### config.mk
export PLATFORM = sky130hd
export DESIGN_NAME = seg_frame_decoder
export DESIGN_NICKNAME = d
export VERILOG_FILES = /design/src/rtl/seg_dec_pkg.sv /design/src/rtl/seg_pattern_decode.sv /design/src/rtl/seg_frame_decoder.sv
export SDC_FILE = /design/constraint.sdc
export NUM_CORES = 1
export LEC_CHECK = 0
export ABC_AREA = 1
export CORE_MARGIN = 3
export CORE_UTILIZATION = 59
export CTS_BUF_LIST = sky130_fd_sc_hd__clkbuf_4
export CTS_CLUSTER_SIZE = 40
export DETAILED_ROUTE_END_ITERATION = 7
export HOLD_SLACK_MARGIN = 0.03
export PLACE_DENSITY = 0.83
export SLEW_MARGIN = 20
export SYNTH_ARGS = -nofsm -noshare
export SYNTH_HDL_FRONTEND = slang
export SYNTH_SLANG_ARGS = --single-unit
### constraint.sdc
create_clock -name clk -period 2.9 [get_ports clk]
set_input_delay 0.435 -clock clk [delete_from_list [all_inputs] [get_ports clk]]
set_output_delay 0.435 -clock clk [all_outputs]
set_load 0.01 [all_outputs]
### src/rtl/seg_dec_pkg.sv
// Shared constants and types for the seven-segment frame decoder.
// Patterns are active-low: bit0=a ... bit6=g, bit7=dp (dp=1 means the point is off).
package seg_dec_pkg;

   localparam logic [7:0] SEG_BLANK = 8'hFF;
   localparam logic [7:0] SEG_MINUS = 8'hBF;

   localparam logic [7:0] SEG_D0 = 8'hC0;
   localparam logic [7:0] SEG_D1 = 8'hF9;
   localparam logic [7:0] SEG_D2 = 8'hA4;
   localparam logic [7:0] SEG_D3 = 8'hB0;
   localparam logic [7:0] SEG_D4 = 8'h99;
   localparam logic [7:0] SEG_D5 = 8'h92;
   localparam logic [7:0] SEG_D6 = 8'h82;
   localparam logic [7:0] SEG_D7 = 8'hF8;
   localparam logic [7:0] SEG_D8 = 8'h80;
   localparam logic [7:0] SEG_D9 = 8'h90;

   localparam logic [1:0] IDLE    = 2'd0;
   localparam logic [1:0] COLLECT = 2'd1;
   localparam logic [1:0] DONE    = 2'd2;

   typedef enum logic [1:0] {
      PK_DIGIT   = 2'd0,
      PK_BLANK   = 2'd1,
      PK_MINUS   = 2'd2,
      PK_ILLEGAL = 2'd3
   } pat_kind_e;

endpackage

### src/rtl/seg_pattern_decode.sv
// Combinational classifier for one segment pattern (dp already stripped).
// The minus pattern is only recognised when SEG_DEC_SIGN_EN is defined.
module seg_pattern_decode
   import seg_dec_pkg::*;
(
   input  logic [6:0] seg_i,
   output logic [1:0] kind_o,
   output logic [3:0] bcd_o
);

   always_comb begin
      kind_o = PK_DIGIT;
      bcd_o  = 4'd0;
      // Force dp off so the comparison uses the canonical pattern constants.
      unique case ({1'b1, seg_i})
         SEG_D0:    bcd_o = 4'd0;
         SEG_D1:    bcd_o = 4'd1;
         SEG_D2:    bcd_o = 4'd2;
         SEG_D3:    bcd_o = 4'd3;
         SEG_D4:    bcd_o = 4'd4;
         SEG_D5:    bcd_o = 4'd5;
         SEG_D6:    bcd_o = 4'd6;
         SEG_D7:    bcd_o = 4'd7;
         SEG_D8:    bcd_o = 4'd8;
         SEG_D9:    bcd_o = 4'd9;
         SEG_BLANK: kind_o = PK_BLANK;
`ifdef SEG_DEC_SIGN_EN
         SEG_MINUS: kind_o = PK_MINUS;
`endif
         default:   kind_o = PK_ILLEGAL;
      endcase
   end

endmodule

### src/rtl/seg_frame_decoder.sv
// Decodes a frame of NUM_DIGITS seven-segment beats (MSD first) into a binary value
// with valid/ready handoff. Define SEG_DEC_SIGN_EN to accept a leading minus sign.
module seg_frame_decoder
   import seg_dec_pkg::*;
#(
   parameter int unsigned NUM_DIGITS = 6,
   parameter int unsigned VAL_W      = 20
) (
   input  logic             clk,
   input  logic             rst_n,
   input  logic             seg_valid,
   output logic             seg_ready,
   input  logic             seg_first,
   input  logic [7:0]       seg_data,
   output logic             val_valid,
   input  logic             val_ready,
   output logic [VAL_W-1:0] val_data,
   output logic             val_blank,
   output logic             val_err,
   output logic             val_neg
);

   localparam int unsigned     CntW    = $clog2(NUM_DIGITS + 1);
   localparam logic [CntW-1:0] LastCnt = CntW'(NUM_DIGITS);

   logic [1:0]       state_q, state_d;
   logic [VAL_W-1:0] acc_q, acc_d;
   logic [CntW-1:0]  cnt_q, cnt_d;
   logic             seen_q, seen_d;
   logic             err_q, err_d;
   logic             neg_q, neg_d;
   logic [VAL_W-1:0] val_data_q, val_data_d;
   logic             val_blank_q, val_blank_d;
   logic             val_err_q, val_err_d;
   logic             val_neg_q, val_neg_d;

   logic [1:0]       kind;
   logic [3:0]       bcd;
   logic             unused_dp;

   logic             beat, take;
   logic [VAL_W-1:0] base_acc, acc_x10, nxt_acc;
   logic [CntW-1:0]  base_cnt, nxt_cnt;
   logic             base_seen, base_err, base_neg;
   logic             nxt_seen, nxt_err, nxt_neg;

   assign unused_dp = seg_data[7];

   seg_pattern_decode u_decode (
      .seg_i  (seg_data[6:0]),
      .kind_o (kind),
      .bcd_o  (bcd)
   );

   assign seg_ready = (state_q != DONE);
   assign val_valid = (state_q == DONE);
   assign beat      = seg_valid && seg_ready;
   assign take      = beat && (seg_first || (state_q == COLLECT));

   // A seg_first beat always starts from a clean frame, discarding any partial one.
   always_comb begin
      base_acc  = seg_first ? '0 : acc_q;
      base_cnt  = seg_first ? '0 : cnt_q;
      base_seen = seg_first ? 1'b0 : seen_q;
      base_err  = seg_first ? 1'b0 : err_q;
      base_neg  = seg_first ? 1'b0 : neg_q;

      acc_x10  = (base_acc << 3) + (base_acc << 1);
      nxt_acc  = acc_x10 + {{(VAL_W-4){1'b0}}, bcd};
      nxt_cnt  = base_cnt + 1'b1;
      nxt_seen = base_seen | (kind == PK_DIGIT);
      nxt_neg  = base_neg | (kind == PK_MINUS);
      nxt_err  = base_err | (kind == PK_ILLEGAL) |
                 (base_seen && ((kind == PK_BLANK) || (kind == PK_MINUS)));
   end

   always_comb begin
      state_d     = state_q;
      acc_d       = acc_q;
      cnt_d       = cnt_q;
      seen_d      = seen_q;
      err_d       = err_q;
      neg_d       = neg_q;
      val_data_d  = val_data_q;
      val_blank_d = val_blank_q;
      val_err_d   = val_err_q;
      val_neg_d   = val_neg_q;

      unique case (state_q)
         IDLE, COLLECT: begin
            if (take) begin
               if (nxt_cnt == LastCnt) begin
                  state_d     = DONE;
                  val_err_d   = nxt_err;
                  val_data_d  = nxt_err ? '0 : nxt_acc;
                  val_neg_d   = nxt_neg && !nxt_err;
                  val_blank_d = !nxt_err && !nxt_seen && !nxt_neg;
                  acc_d       = '0;
                  cnt_d       = '0;
                  seen_d      = 1'b0;
                  err_d       = 1'b0;
                  neg_d       = 1'b0;
               end else begin
                  state_d = COLLECT;
                  acc_d   = nxt_acc;
                  cnt_d   = nxt_cnt;
                  seen_d  = nxt_seen;
                  err_d   = nxt_err;
                  neg_d   = nxt_neg;
               end
            end
         end
         DONE: begin
            if (val_ready) begin
               state_d = IDLE;
            end
         end
         default: state_d = IDLE;
      endcase
   end

   always_ff @(posedge clk or negedge rst_n) begin
      if (!rst_n) begin
         state_q     <= IDLE;
         acc_q       <= '0;
         cnt_q       <= '0;
         seen_q      <= 1'b0;
         err_q       <= 1'b0;
         neg_q       <= 1'b0;
         val_data_q  <= '0;
         val_blank_q <= 1'b0;
         val_err_q   <= 1'b0;
         val_neg_q   <= 1'b0;
      end else begin
         state_q     <= state_d;
         acc_q       <= acc_d;
         cnt_q       <= cnt_d;
         seen_q      <= seen_d;
         err_q       <= err_d;
         neg_q       <= neg_d;
         val_data_q  <= val_data_d;
         val_blank_q <= val_blank_d;
         val_err_q   <= val_err_d;
         val_neg_q   <= val_neg_d;
      end
   end

   assign val_data  = val_data_q;
   assign val_blank = val_blank_q;
   assign val_err   = val_err_q;
   assign val_neg   = val_neg_q;

endmodule

After elaboration in Yosys (flattened, before gate mapping). Index checks and enable logic that the tools add are counted.

Register bits: 50. Input port bits: 13. Output and inout port bits: 25. Logic and storage cells: 72.

$add $sub $neg: 3. Equality and inequality tests: 19. Muxes and demuxes: 17. Bitwise operators: 4. Reduce and logical (&&, ||, !) cells: 19.

Operator list (number): 19-bit 2-to-1 mux (2); 4-bit one-hot mux with 9 select lines (1); 7-bit equality test (second input constant) (4); 7-bit by 5-bit equality test with 1-bit output (second input constant) (3); 20-bit adder (1); 20-bit by 4-bit adder with 20-bit output (1); 20-bit 2-to-1 mux (1); 7-bit by 6-bit equality test with 1-bit output (second input constant) (2); 10-bit OR reduction (1); 2-bit one-hot mux with 2 select lines (2); 7-bit by 2-bit equality test with 1-bit output (second input constant) (1); 7-bit logical NOT (1); 2-bit equality test (second input constant) (3); 1-bit logical AND (6); 1-bit 2-to-1 mux (6); 2-bit 2-to-1 mux (3); 3-bit 2-to-1 mux (2); 2-bit by 1-bit equality test with 1-bit output (second input constant) (2); 2-bit logical NOT (2); 2-bit != test (second input constant) (2); 1-bit OR (4); 2-bit AND reduction (2); 3-bit by 1-bit adder with 3-bit output (second input constant) (1); 3-bit equality test (second input constant) (1); 5 further kinds (8).

Longest topological paths before layout.
Word-level depth: 10. Depth in mapped cells: 21. Mapped depth without buffers: 21.

Hierarchy. Synthesis repeated with hierarchy kept, for this count alone.

Cells, all modules: 501. Area total of the unflattened synthesis: 3608.5 um^2.

Modules (own cells, without submodules): seg_frame_decoder (times used 1, cells each 447, area each 3359.5 um^2, sequential area each 1251.2 um^2); seg_pattern_decode (times used 1, cells each 54, area each 249.0 um^2, sequential area each 0.0 um^2).

Worst setup path before layout. No wires, ideal clock.

Path type: input port to flip-flop. Start point: in seg_first. End point: reg val_data_q[16], in the netlist val_data[16]. Library setup time: 0.126 ns. Arrival time: 2.568 ns. Data required time: 2.774 ns. Setup slack: 0.206 ns. Cell stages on the path: 15. Path buffers: 1. Cells stage by stage: clkbuf_1 > nor2_1 > fa_1 > inv_1 > fa_1 > inv_1 > nand3_1 > nand3_1 > nand2_1 > nand2_1 > nand2_1 > nand2_1 > nand2_1 > nand2_1 > o21ai_0.

Word-level cells in the longest chain between the ends: 4. Elaborated cells between the ends (all ways): 15. Classes of those cells: add/sub (3); eq/ne (1); mux (5); bitwise (2); reduce/logical (4).

Ends and longest elaborated chain: start, declared (RTL line seg_frame_decoder.sv:13) `input logic seg_first,`; 19-bit 2-to-1 mux (tied with other cells) (RTL line seg_frame_decoder.sv:62) `base_acc = seg_first ? '0 : acc_q;`; 20-bit adder (tied with other cells) (RTL line seg_frame_decoder.sv:68) `acc_x10 = (base_acc << 3) + (base_acc << 1);`; 20-bit by 4-bit adder with 20-bit output (tied with other cells) (RTL line seg_frame_decoder.sv:69) `nxt_acc = acc_x10 + {{(VAL_W-4){1'b0}}, bcd};`; 20-bit 2-to-1 mux or 3-bit AND reduction (tied branches); end signal, assigned (RTL line seg_frame_decoder.sv:141) `val_data_q <= val_data_d;`; end, declared (RTL line seg_frame_decoder.sv:32) `logic [VAL_W-1:0] val_data_q, val_data_d;`.

Parallel ways exist; a longest one is shown, timed or not. A chain may end at the register's enable or synchronous reset.

Worst setup path after layout.
Start point: in seg_data[5]. End point: reg val_data_q[16], in the netlist val_data[16].

Word-level cells in the longest chain between the ends: 8. Elaborated cells between the ends (all ways): 23. Classes of those cells: add/sub (1); eq/ne (13); mux (3); bitwise (2); reduce/logical (4).

Ends and longest elaborated chain: start, declared (RTL line seg_frame_decoder.sv:14) `input logic [7:0] seg_data,`; branches (longest 7 deep; another with 20-bit by 4-bit adder with 20-bit output); 20-bit 2-to-1 mux (*) (RTL line seg_frame_decoder.sv:95) `val_data_d = nxt_err ? '0 : nxt_acc;`.

Every way passes the cells marked *.

==> qor.csv <==
metric,value,unit
number of global-route vias before repair,3353,
Max-slew headroom,0.5633,
worst min path class,primary input to async pin,
post-place instance area,4279,µm²
I/O pin cnt,38,
Post-Layout Inst Area,4418,µm²
min cycle time layout,2621,ps
Core Rows,27,
average wire per standard cell,14.28,µm
Total GRT Usage,0.2596,
worst IR drop on VDD,274.2,µV
status,"finished, final reports clean",
Worst setup SP type,primary input,
vias per inst,5.472,
gpl congestion,0.9552,
Crit Path Max Fanout,6,
total leakage power,2.469,nW
Num Clock Sinks,50,
maximum achievable frequency,0.3816,GHz
first-pass GRT wire length,14980,µm
Die Y,83.53,µm
post-route insts no fill,635,
"area leader, netlist",dfrtp_1,
Flop pwr share,0.476,
post-synthesis register bit count,50,
critical path class,primary input to flop,
P_int,1.082,mW
CP required,3220,ps
Tcrit/Tclk final,0.9036,
clock skew,23.84,ps
share of the synthesized area in the top cell type,0.3529,
pre-CTS setup slack,-520.5,ps
Skew-Pair Late Insertion Delay,390,ps
Syn Area/Cell,7.372,µm²
starting density of the core,0.6248,
# setup viols final,0,
first drt pass iteration count,5,
setup_tns,0,ps
Hold Fails Final Rpt,0,
GRT overflow,0,
I/O Buffers,36,
Pwr Density,377.9,nW/µm²
"Arr. time, crit path",2940,ps
Core Area,5675,µm²
Nets,613,
antenna cells,0,
Synth Warn #,0,
# H-tree levels,2,
CTS tree,done,
full die area,6976,µm²
Die Wd,83.53,µm
CTS Hold Buffers Added,0,
RSZ-0062 raised after global routing,false,
Worst-Margin Slew,655.1,ps
final hold slack,38.46,ps
CTS buffer count,5,
CTS Buffer Depth,2,
CP Capture Type,flop,
share of cells above drive strength 1,0.1581,
combinational power share,0.302,
clock share of power,0.221,
Final ANT Viol Nets,0,
sw frac,0.3517,
DR DRC count,0,
vias,3475,
syn_nets,532,
Post-Syn Area,3546,µm²
synth top area cells,"dfrtp_1 35%, nand2_1 15%, ha_1 13%",
Layout area overhead,24.59,%
net switching power,0.5871,mW
DP Cell Count,625,
final setup margin,279.4,ps
cell count after synthesis,481,
Max-Cap Viols,0,
clock tree root driver cell,clkbuf_4,
drt initial violations,185,
count of different cell masters after synthesis,32,
initial antenna violation count,0,
final wirelength,9066,µm
largest net degree at the start of global routing,31,
Max Transition Viols Final,0,
DPL Wire Length,6979,µm
clock-pin slew on the worst setup and hold paths,180,ps
post-synthesis sequential area ratio,0.3529,
-- critical path, cell delays in order --
cell and delay, ps:
dlygate4sd2_1 310, nand2_2 120, nor2_4 40, nand3_1 90, nand2_1 90, nor2_2 100
inv_1 50, ha_1 270, ha_2 170, inv_1 50, fa_2 340, inv_1 70
nand3_1 80, nand3_2 110, nand2_1 80, nand2_2 100, nand2_2 90, nand3b_1 100
nand2_1 80, o21ai_0 160
-- Yosys cell counts --
cell and number:
a21o_1 1, a21oi_1 13, a21oi_2 1, a22o_1 1, a32o_1 1, and2_1 1
buf_2 4, buf_6 1, clkbuf_1 3, dfrtp_1 50, fa_1 2, ha_1 36
inv_1 61, inv_2 6, nand2_1 139, nand2_2 1, nand3_1 26, nand3_2 1
nand3_4 1, nand3b_1 4, nand4_1 6, nor2_1 55, nor2_2 3, nor2_4 2
nor3_1 5, o21ai_0 23, o21ai_1 1, o21ai_2 10, o22ai_1 12, o31ai_1 1
xnor2_1 4, xor2_1 6
-- power groups by stage --
stage          clock [mW]  sequential, mW  combinational, mW
2_1_floorplan           0           0.805              0.285
3_3_place_gp            0           0.805              0.471
3_5_place_dp            0           0.809              0.491
4_1_cts             0.371           0.795              0.494
5_1_grt             0.399           0.803              0.558
6_report            0.370           0.795              0.505
-- final cells by class --
| class | instances | area, µm² |
|---|---|---|
| Multi-Input combinational cell | 356 | 2034 |
| Fill cell | 418 | 1257 |
| Sequential cell | 50 | 1251 |
| Timing Repair Buffer | 82 | 724.4 |
| Inverter | 67 | 251.5 |
| Tap cell | 72 | 90.09 |
| Clock buffer | 5 | 37.54 |
| Clock inverter | 3 | 28.78 |
-- what timing repair did --
action,in CTS,in global routing
pin swaps,0,2
gates resized for setup,4,18
endpoints found under the setup margin,4,24
buffers inserted,0,2
cloned,0,0
-- through the flow --
stage,power (mW),utilization
finish,1.669,0.7784
global route,1.760,0.7784
CTS,1.660,0.7668
detailed placement,1.300,0.7540
global placement,1.277,0.7540
floorplan,1.090,-
-- registers in the layout, indices dropped and copies added (netlist names) --
register and count:
acc_q 19, cnt_q 3, err_q 1, neg_q 1, seen_q 1, state_q 2
val_blank 1, val_data 20, val_err 1, val_neg 1
-- cell usage in the layout, fill, tap and decap left out, types with 2 or more instances in the layout --
cell and n:
nor2_2 2, nor2_1 55, nor2_4 3, ha_1 35
inv_2 6, clkbuf_4 5, o22ai_1 12, nand3b_1 4
dfrtp_1 50, nand4_1 6, xor2_1 6, o21ai_0 21
o21ai_1 2, clkdlybuf4s50_1 27, nand2_1 135, buf_4 45
nor3_1 4, nand2_2 5, dlymetal6s2s_1 7, xnor2_1 4
nand3_1 25, clkinv_4 2, nand3_2 2, a21oi_1 13
o21ai_2 11, inv_1 61
-- per-layer routing --
| layer | track usage | part of all wire |
|---|---|---|
| met5 | 0 | 0 |
| met4 | 0.08772 | 0.021 |
| met3 | 0.03060 | 0.049 |
| met2 | 0.4395 | 0.47 |
| met1 | 0.3462 | 0.46 |
-- path summary, 6_finish.rpt --
check | startpoint | to | slack [ps] | depth (start not counted)
worst max-delay path | seg_data[5] | val_data[16] | 280 | 20
worst min-delay path | rst_n | val_data[19] | 40 | 1
worst max register to register | acc_q[2] | val_data[16] | 380 | 14
worst min register to register | state_q[1] | state_q[0] | 470 | 1
max in group asynchronous | rst_n | acc_q[2] | 2220 | 2
min in group clk | state_q[1] | state_q[0] | 470 | 1
-- logic make-up after synthesis --
kind of cell             synth area share
AO/OA/AOI/OAI                      0.1101
buffers and inverters             0.08292
adder cells (fa/ha/maj)            0.1383
XOR/XNOR                          0.02470
AND/OR/NAND/NOR                    0.2911
flip-flops                         0.3529
Note: power is estimated with default switching activity, not from simulation.
